<file path="src/rtl/mac_accum_ctrl.sv">
// mac_accum_ctrl: handshake wrapper that feeds an 8x8 multiplier and accumulates each frame's products
module mac_accum_ctrl #(
    parameter int ACC_W = 24,
    parameter int CNT_W = 8,
    parameter bit SAT   = 1'b1
) (
    input  logic             clk,
    input  logic             rst_n,
    input  logic             in_valid,
    output logic             in_ready,
    input  logic [7:0]       in_a,
    input  logic [7:0]       in_b,
    input  logic             in_last,
    output logic [7:0]       mul_a,
    output logic [7:0]       mul_b,
    input  logic [15:0]      mul_prod,
    output logic             out_valid,
    input  logic             out_ready,
    output logic [ACC_W-1:0] out_sum,
    output logic [CNT_W-1:0] out_cnt,
    output logic             out_ovf
);
    typedef enum logic [1:0] {IDLE, RUN, DRAIN, DONE} state_t;
    state_t state, state_nxt;
    logic v1, last1, v2, last2, accept, done;
    logic [15:0] prod_q;
    logic [ACC_W:0] sum;
    assign in_ready  = rst_n && (state == IDLE || state == RUN);
    assign accept    = in_valid && in_ready;
    assign out_valid = state == DONE;
    assign done      = out_valid && out_ready;
    assign sum       = {1'b0, out_sum} + {{(ACC_W-15){1'b0}}, prod_q};
    always_comb begin
        state_nxt = state;
        if (accept)
            state_nxt = in_last ? DRAIN : RUN;
        else if (state == DRAIN && v2 && last2)
            state_nxt = DONE;
        else if (done)
            state_nxt = IDLE;
    end
    always_ff @(posedge clk or negedge rst_n) begin
        if (!rst_n) begin
            state   <= IDLE;
            mul_a   <= '0;
            mul_b   <= '0;
            v1      <= 1'b0;
            last1   <= 1'b0;
            v2      <= 1'b0;
            last2   <= 1'b0;
            prod_q  <= '0;
            out_sum <= '0;
            out_cnt <= '0;
            out_ovf <= 1'b0;
        end else begin
            state <= state_nxt;
            v1    <= accept;
            last1 <= accept && in_last;
            v2    <= v1;
            last2 <= last1;
            if (accept) begin
                mul_a <= in_a;
                mul_b <= in_b;
            end
            if (v1)
                prod_q <= mul_prod;
            if (done) begin
                out_sum <= '0;
                out_cnt <= '0;
                out_ovf <= 1'b0;
            end else if (v2) begin
                out_sum <= (SAT && sum[ACC_W]) ? '1 : sum[ACC_W-1:0];
                out_cnt <= out_cnt + CNT_W'(out_cnt != '1);
                if (sum[ACC_W])
                    out_ovf <= 1'b1;
            end
        end
    end
endmodule

</file>
<file path="config.mk">
export PLATFORM = sky130hd
export DESIGN_NAME = mac_accum_ctrl
export DESIGN_NICKNAME = d
export VERILOG_FILES = /design/src/rtl/mac_accum_ctrl.sv
export SDC_FILE = /design/constraint.sdc
export NUM_CORES = 1
export LEC_CHECK = 0
export ABC_CLOCK_PERIOD_IN_PS = 2800
export CORE_MARGIN = 4
export CORE_UTILIZATION = 30
export DETAILED_ROUTE_END_ITERATION = 10
export HOLD_SLACK_MARGIN = 0.12
export SYNTH_ARGS = -nofsm -noshare
export SYNTH_HDL_FRONTEND = slang
export SYNTH_SLANG_ARGS = --single-unit
</file>
<file path="constraint.sdc">
create_clock -name clk -period 2.8 [get_ports clk]
set_clock_uncertainty 0.05 [all_clocks]
set_input_delay 0.42 -clock clk [delete_from_list [all_inputs] [get_ports clk]]
set_output_delay 0.42 -clock clk [all_outputs]
set_load 0.01 [all_outputs]
</file>
==> flow_summary.toml, run 1 <==
[outcome]
status = "complete, no violations"

[sta]
fin_tns_setup_ns = 0
tightestPinTransition_ns = 0.9111
drv_slew = 0
clock.fmax_ghz = 0.3830
max-slew-margin-rel = 0.3926
hold_viol = 0
post-route-period-util = 0.9324
setup_viol = 0
rsz0062_at_grt = "no"
fin_crit_ns = 2.611

[yosys]
async_reset_ff_frac = 1.000
ys.flop_type = "dfrtp_1"
synthTopCellsByCount = "71 x dfrtp_1, 68 x nand2_1, 18 x ha_1, 18 x o21ai_0, 17 x mux2_2"
ys_top_cells_by_area = "dfrtp_1 46%, nand2_1 6.6%, ha_1 5.8%, mux2_2 4.9%, o21ai_0 2.3%"
yosys_warnings = 0
synth-seq-cells = 71
ys_seq_area_frac = 0.4562
synth_fp_nets = 445
avgSynthCellArea_um2 = 10.01
synthCells = 389
yosysMostFrequentCell = "dfrtp_1"
synth_top_area_cell = "dfrtp_1"
synth_top_area_frac = 0.4562
synth-edff-count = 0
mappedNetlistArea_mm2 = 0.003895
ys_types = 53

[critical_path]
cp_max_fo = 13
critPathTopFamily = "adder cells"
cp.required_ns = 2.96
path_class = "reg -> reg"
arrival_ns = 2.77
cp_slowest_stage_delay_ns = 0.45
path_cells = "ha_1 -> fa_1 -> a211oi_2 -> o21ai_4 -> o2111ai_4 -> nand3_2 -> nand3_1 -> buf_4 -> nand4b_1"
end_kind = "flip-flop"
crit_buf_inv = 1
cp_slowest_cell = "fa_1"
reg2reg_slack_ns = 0.19
worstSetupStartpointType = "flip-flop"

[grt]
track_usage = 0.1399
antenna_found_initial = 0
grt_pass1_vias = 3381
grt-ovfl-total = 0
grt_max_degree = 72
grt_pass1_wl_um = 16500

[layout]
fill_cells = 1274
stdcell_area_mm2 = 0.005254
layout.nets = 535
area_growth_pct = 34.89
diodes = 0
layout-drive-gt1-share = 0.1139

[cts]
post-cts-setup-buffers = 0
cts_tree = "done"
cts_max_path_buffers = 2
clk_latency_ns = 0.34
cts_sinks = 71
postCtsHoldBufs = 0
path_clk_slew_ns = 0.06
post_cts_resized = 0
h-tree-depth = 3
cts_buffers = 9
cts-root-buf = "clkbuf_16"

[pwr]
p_total_w = 0.006224
powerDensity_mw_per_mm2 = 1185
peakVddDrop_uv = 480.5
p_leak_nw = 2.278

[routing]
drt_pass1_iterations = 4
final_antenna_net_count = 0
routedWlPerCell_um = 15.38
vias = 3280
drt_iter0_markers = 105
via_per_inst = 5.008
drt-total-wl_um = 10070
drcViolationCount = 0

[min_path]
hp-class = "in -> async"

[die]
std_cell_rows = 41
die_w_um = 121.9
initial_core_util = 0.3074
core_mm2 = 0.01267
die_h_um = 121.9
die-area_mm2 = 0.01487
num_io_pins = 88

[run]
max-cap-violations = 0

[placement]
placed_area_mm2 = 0.004966
portBuffers = 87
place.gp.congestion = 0.8411
dp_hpwl_um = 7334
## through the flow
stage	hold WS (ns)	std cells	utilization	worst slack [ns]
finish	0.2526	655	0.4146	0.1894
global route	0.3144	655	0.4146	0.01020
CTS	0.3002	655	0.4146	0.1759
detailed placement	0.2865	640	0.3919	0.1992
global placement	0.2832	640	0.3919	0.2510
floorplan	0.07441	389	-	0.3476
## kinds of logic after synthesis
logic type	count (synthesis)	synth area share
buffers and inverters	20	0.02184
adder cells (fa/ha/maj)	19	0.06296
AND/OR/NAND/NOR	154	0.1992
XOR/XNOR	14	0.03148
flip-flops	71	0.4562
multiplexers	25	0.06971
AO/OA/AOI/OAI	86	0.1587
## power breakdown
| part | internal (W) | switching (W) |
|---|---|---|
| Sequential | 0.00147 | 0.000395 |
| Clock | 0.000681 | 0.000446 |
| Combinational | 0.00160 | 0.00164 |
| Total | 0.00375 | 0.00248 |
## placed cells by master (no fill, tap or decap), drive strengths merged, types with 5 or more instances in the layout
master	netlist	routed
a21o	10	10
a21oi	18	18
and3	7	7
buf	3	9
clkbuf	13	9
clkdlybuf4s50	0	86
dfrtp	71	71
ha	18	18
mux2	17	17
mux2i	8	8
nand2	68	68
nand3	17	17
nand3b	9	9
nand4	11	11
nor2	15	15
o211ai	11	11
o21a	5	5
o21ai	20	20
or3	7	7
xor2	10	10
## sequential cells by signal (all words and copies together), names as in the netlist
signal   count
out_sum     24
prod_q      16
mul_a        8
mul_b        8
out_cnt      8
state        2
last1        1
last2        1
out_ovf      1
v1           1
v2           1
## metal layers
layer  vias up  track usage  share of wire
li1       1592            -              -
met1      1583       0.1667           0.42
met3        11      0.05617          0.091
met2        94       0.2272           0.48
met4         0      0.05322          0.012
met5         -            0              0
## worst paths after layout
path / to / startpoint / cells past startpoint
worst max-delay path: out_sum[18] / out_sum[0] / 9
worst min-delay path: mul_b[3] / rst_n / 2
worst max register to register: out_sum[18] / out_sum[0] / 9
worst min register to register: last2 / last1 / 0
max in group asynchronous: prod_q[8] / rst_n / 2
min in group clk: last2 / last1 / 0
## area by class of cell
cell class | count | area (um2) | share of cell area
Clock inverter | 6 | 62.56 | 0.01191
Inverter | 4 | 15.01 | 0.002858
Multi-Input combinational cell | 298 | 2033 | 0.3870
Clock buffer | 9 | 225.2 | 0.04287
Sequential cell | 71 | 1777 | 0.3382
Tap cell | 172 | 215.2 | 0.04096
Timing Repair Buffer | 95 | 925.9 | 0.1762
## worst reg2reg max path, stage by stage (launching register included)
cell and delay (ns):
dfrtp_1 0.40, ha_1 0.26, fa_1 0.45, a211oi_2 0.32
o21ai_4 0.12, o2111ai_4 0.23, nand3_2 0.19, nand3_1 0.14
buf_4 0.21, nand4b_1 0.11
(Power assumes the default switching activity.)
==> run 2, diff against run 1 <==
--- a/config.mk
+++ b/config.mk
@@ -6,7 +6,6 @@
 export NUM_CORES = 1
 export LEC_CHECK = 0
 export ABC_CLOCK_PERIOD_IN_PS = 2800
-export CORE_MARGIN = 4
 export CORE_UTILIZATION = 30
 export DETAILED_ROUTE_END_ITERATION = 10
 export HOLD_SLACK_MARGIN = 0.12
==> run 2 against run 1 <==
Net effect:
- critical path depth did not move
- flip-flop and latch count did not move
- global-route usage rose by 1.8 points
- sequential power barely moved
- final cell count rose by 0.15%
- clock power fell by 9.7%
- highest routed layer unchanged
==> flow_summary.toml, run 2 (same netlist as run 1, synthesis figures left out) <==
[layout]
multi_input_area_mm2 = 0.002033
top_regs = "out_sum: 24 flops, prod_q: 16 flops"
ff_latch_area_mm2 = 0.001777
regMostFlops = "out_sum"
diodes = 0
layout-drive-gt1-share = 0.1095
largest_reg_flops = 24
layout.nets = 535
mostFrequentLayoutCell = "clkdlybuf4s50_1"
area_growth_pct = 34.15
post-route-util = 0.4140
fill_cells = 1274
layout_common_cells = "86 x clkdlybuf4s50_1, 71 x dfrtp_1, 68 x nand2_1"

[cts]
path_clk_slew_ns = 0.05
clk_latency_ns = 0.34
cts_buffers = 9
h-tree-depth = 3
cts_max_path_buffers = 2
cts_sinks = 71
postCtsHoldBufs = 0
post_cts_resized = 0
post-cts-setup-buffers = 0
cts_tree = "done"
cts-root-buf = "clkbuf_16"

[critical_path]
cp_slowest_cell = "fa_1"
cp_max_fo = 13
path_class = "reg -> reg"
path_cells = "ha_1 -> fa_1 -> a211oi_2 -> o21ai_4 -> o2111ai_4 -> nand3_2 -> nand3_1 -> buf_4 -> o21ai_0"
end_kind = "flip-flop"
cp.depth = 9
arrival_ns = 2.78
cp_slowest_stage_delay_ns = 0.45
critPathTopFamily = "compound AO/OA/AOI/OAI gates"
worstSetupStartpointType = "flip-flop"
cp.required_ns = 2.96
crit_buf_inv = 1
reg2reg_depth = 9

[routing]
final_antenna_net_count = 0
drt_iter0_markers = 106
drt_pass1_iterations = 4
routedWlPerCell_um = 15.13
via_per_inst = 5.053
vias = 3315
drcViolationCount = 0
drt-total-wl_um = 9924

[placement]
dpl_worst_slack_ns = 0.1829
portBuffers = 87
place.gp.congestion = 0.8177
dp_hpwl_um = 7043

[sta]
tightestPinTransition_ns = 0.9349
fin_tns_setup_ns = 0
hold_viol = 0
max-slew-margin-rel = 0.3768
fin_crit_ns = 2.618
drv_slew = 0
setup_viol = 0
clock.fmax_ghz = 0.3820
hold_ws_ns = 0.2665
rsz0062_at_grt = "no"
final.setup.worst_slack_ns = 0.1823
post-route-period-util = 0.9349

[min_path]
hp-class = "in -> async"

[grt]
track_usage = 0.1582
grt-ovfl-total = 0
grt_pass1_vias = 3322
grt_pass1_wl_um = 16330
antenna_found_initial = 0
grt_max_degree = 72

[die]
initial_core_util = 0.3086
num_io_pins = 88
die_h_um = 115.9
die_w_um = 115.9
std_cell_rows = 41
die-area_mm2 = 0.01344
core_mm2 = 0.01262

[pwr]
powerDensity_mw_per_mm2 = 1170
p_leak_nw = 2.271
peakVddDrop_uv = 414.9

[outcome]
status = "complete, no violations"

[run]
max-cap-violations = 0
==> run 2: cell count changes in the layout (fill, tap and decap cells not counted) <==
cell        previous run  this run
clkinv_2               2         3
bufinv_16              1         0
clkbuf_1               0         3
clkinvlp_4             3         1
==> run 2: where the power goes <==
group / total (W) / internal [W] / switching [W]
combinational: 0.00323 / 0.00160 / 0.00163
sequential: 0.00186 / 0.00147 / 0.000396
clock: 0.00102 / 0.000595 / 0.000428
total: 0.00611 / 0.00366 / 0.00245
==> run 2: through the flow <==
step | cell area, um2 | power [W] | std cells
6_report | 5225 | 0.006112 | 656
5_1_grt | 5225 | 0.006587 | 656
4_1_cts | 5225 | 0.006167 | 656
3_5_place_dp | 4966 | 0.005099 | 640
3_3_place_gp | 4966 | 0.005041 | 640
2_1_floorplan | 3895 | 0.003899 | 389
==> run 2: layout make-up <==
cell class | count | share of cell area
Timing Repair Buffer | 95 | 0.1772
Clock inverter | 4 | 0.004310
Sequential cell | 71 | 0.3400
Tap cell | 172 | 0.04119
Multi-Input combinational cell | 298 | 0.3891
Inverter | 4 | 0.002874
Clock buffer | 12 | 0.04526
==> run 2: final timing paths <==
check                                 from    endpoint  slack (ns)
worst min register to register       last1       last2        0.30
min in group clk                     last1       last2        0.30
worst max-delay path            out_sum[0]  out_sum[6]        0.18
worst min-delay path                 rst_n    mul_b[7]        0.27
max in group asynchronous            rst_n  out_sum[9]        1.83
worst max register to register  out_sum[0]  out_sum[6]        0.18
==> run 2: layer usage <==
layer / up-vias / share of wire / track usage
met5: - / 0 / 0
met4: 0 / 0.016 / 0.06923
met3: 15 / 0.072 / 0.05492
met2: 98 / 0.46 / 0.2563
met1: 1595 / 0.45 / 0.1900
li1: 1607 / - / -
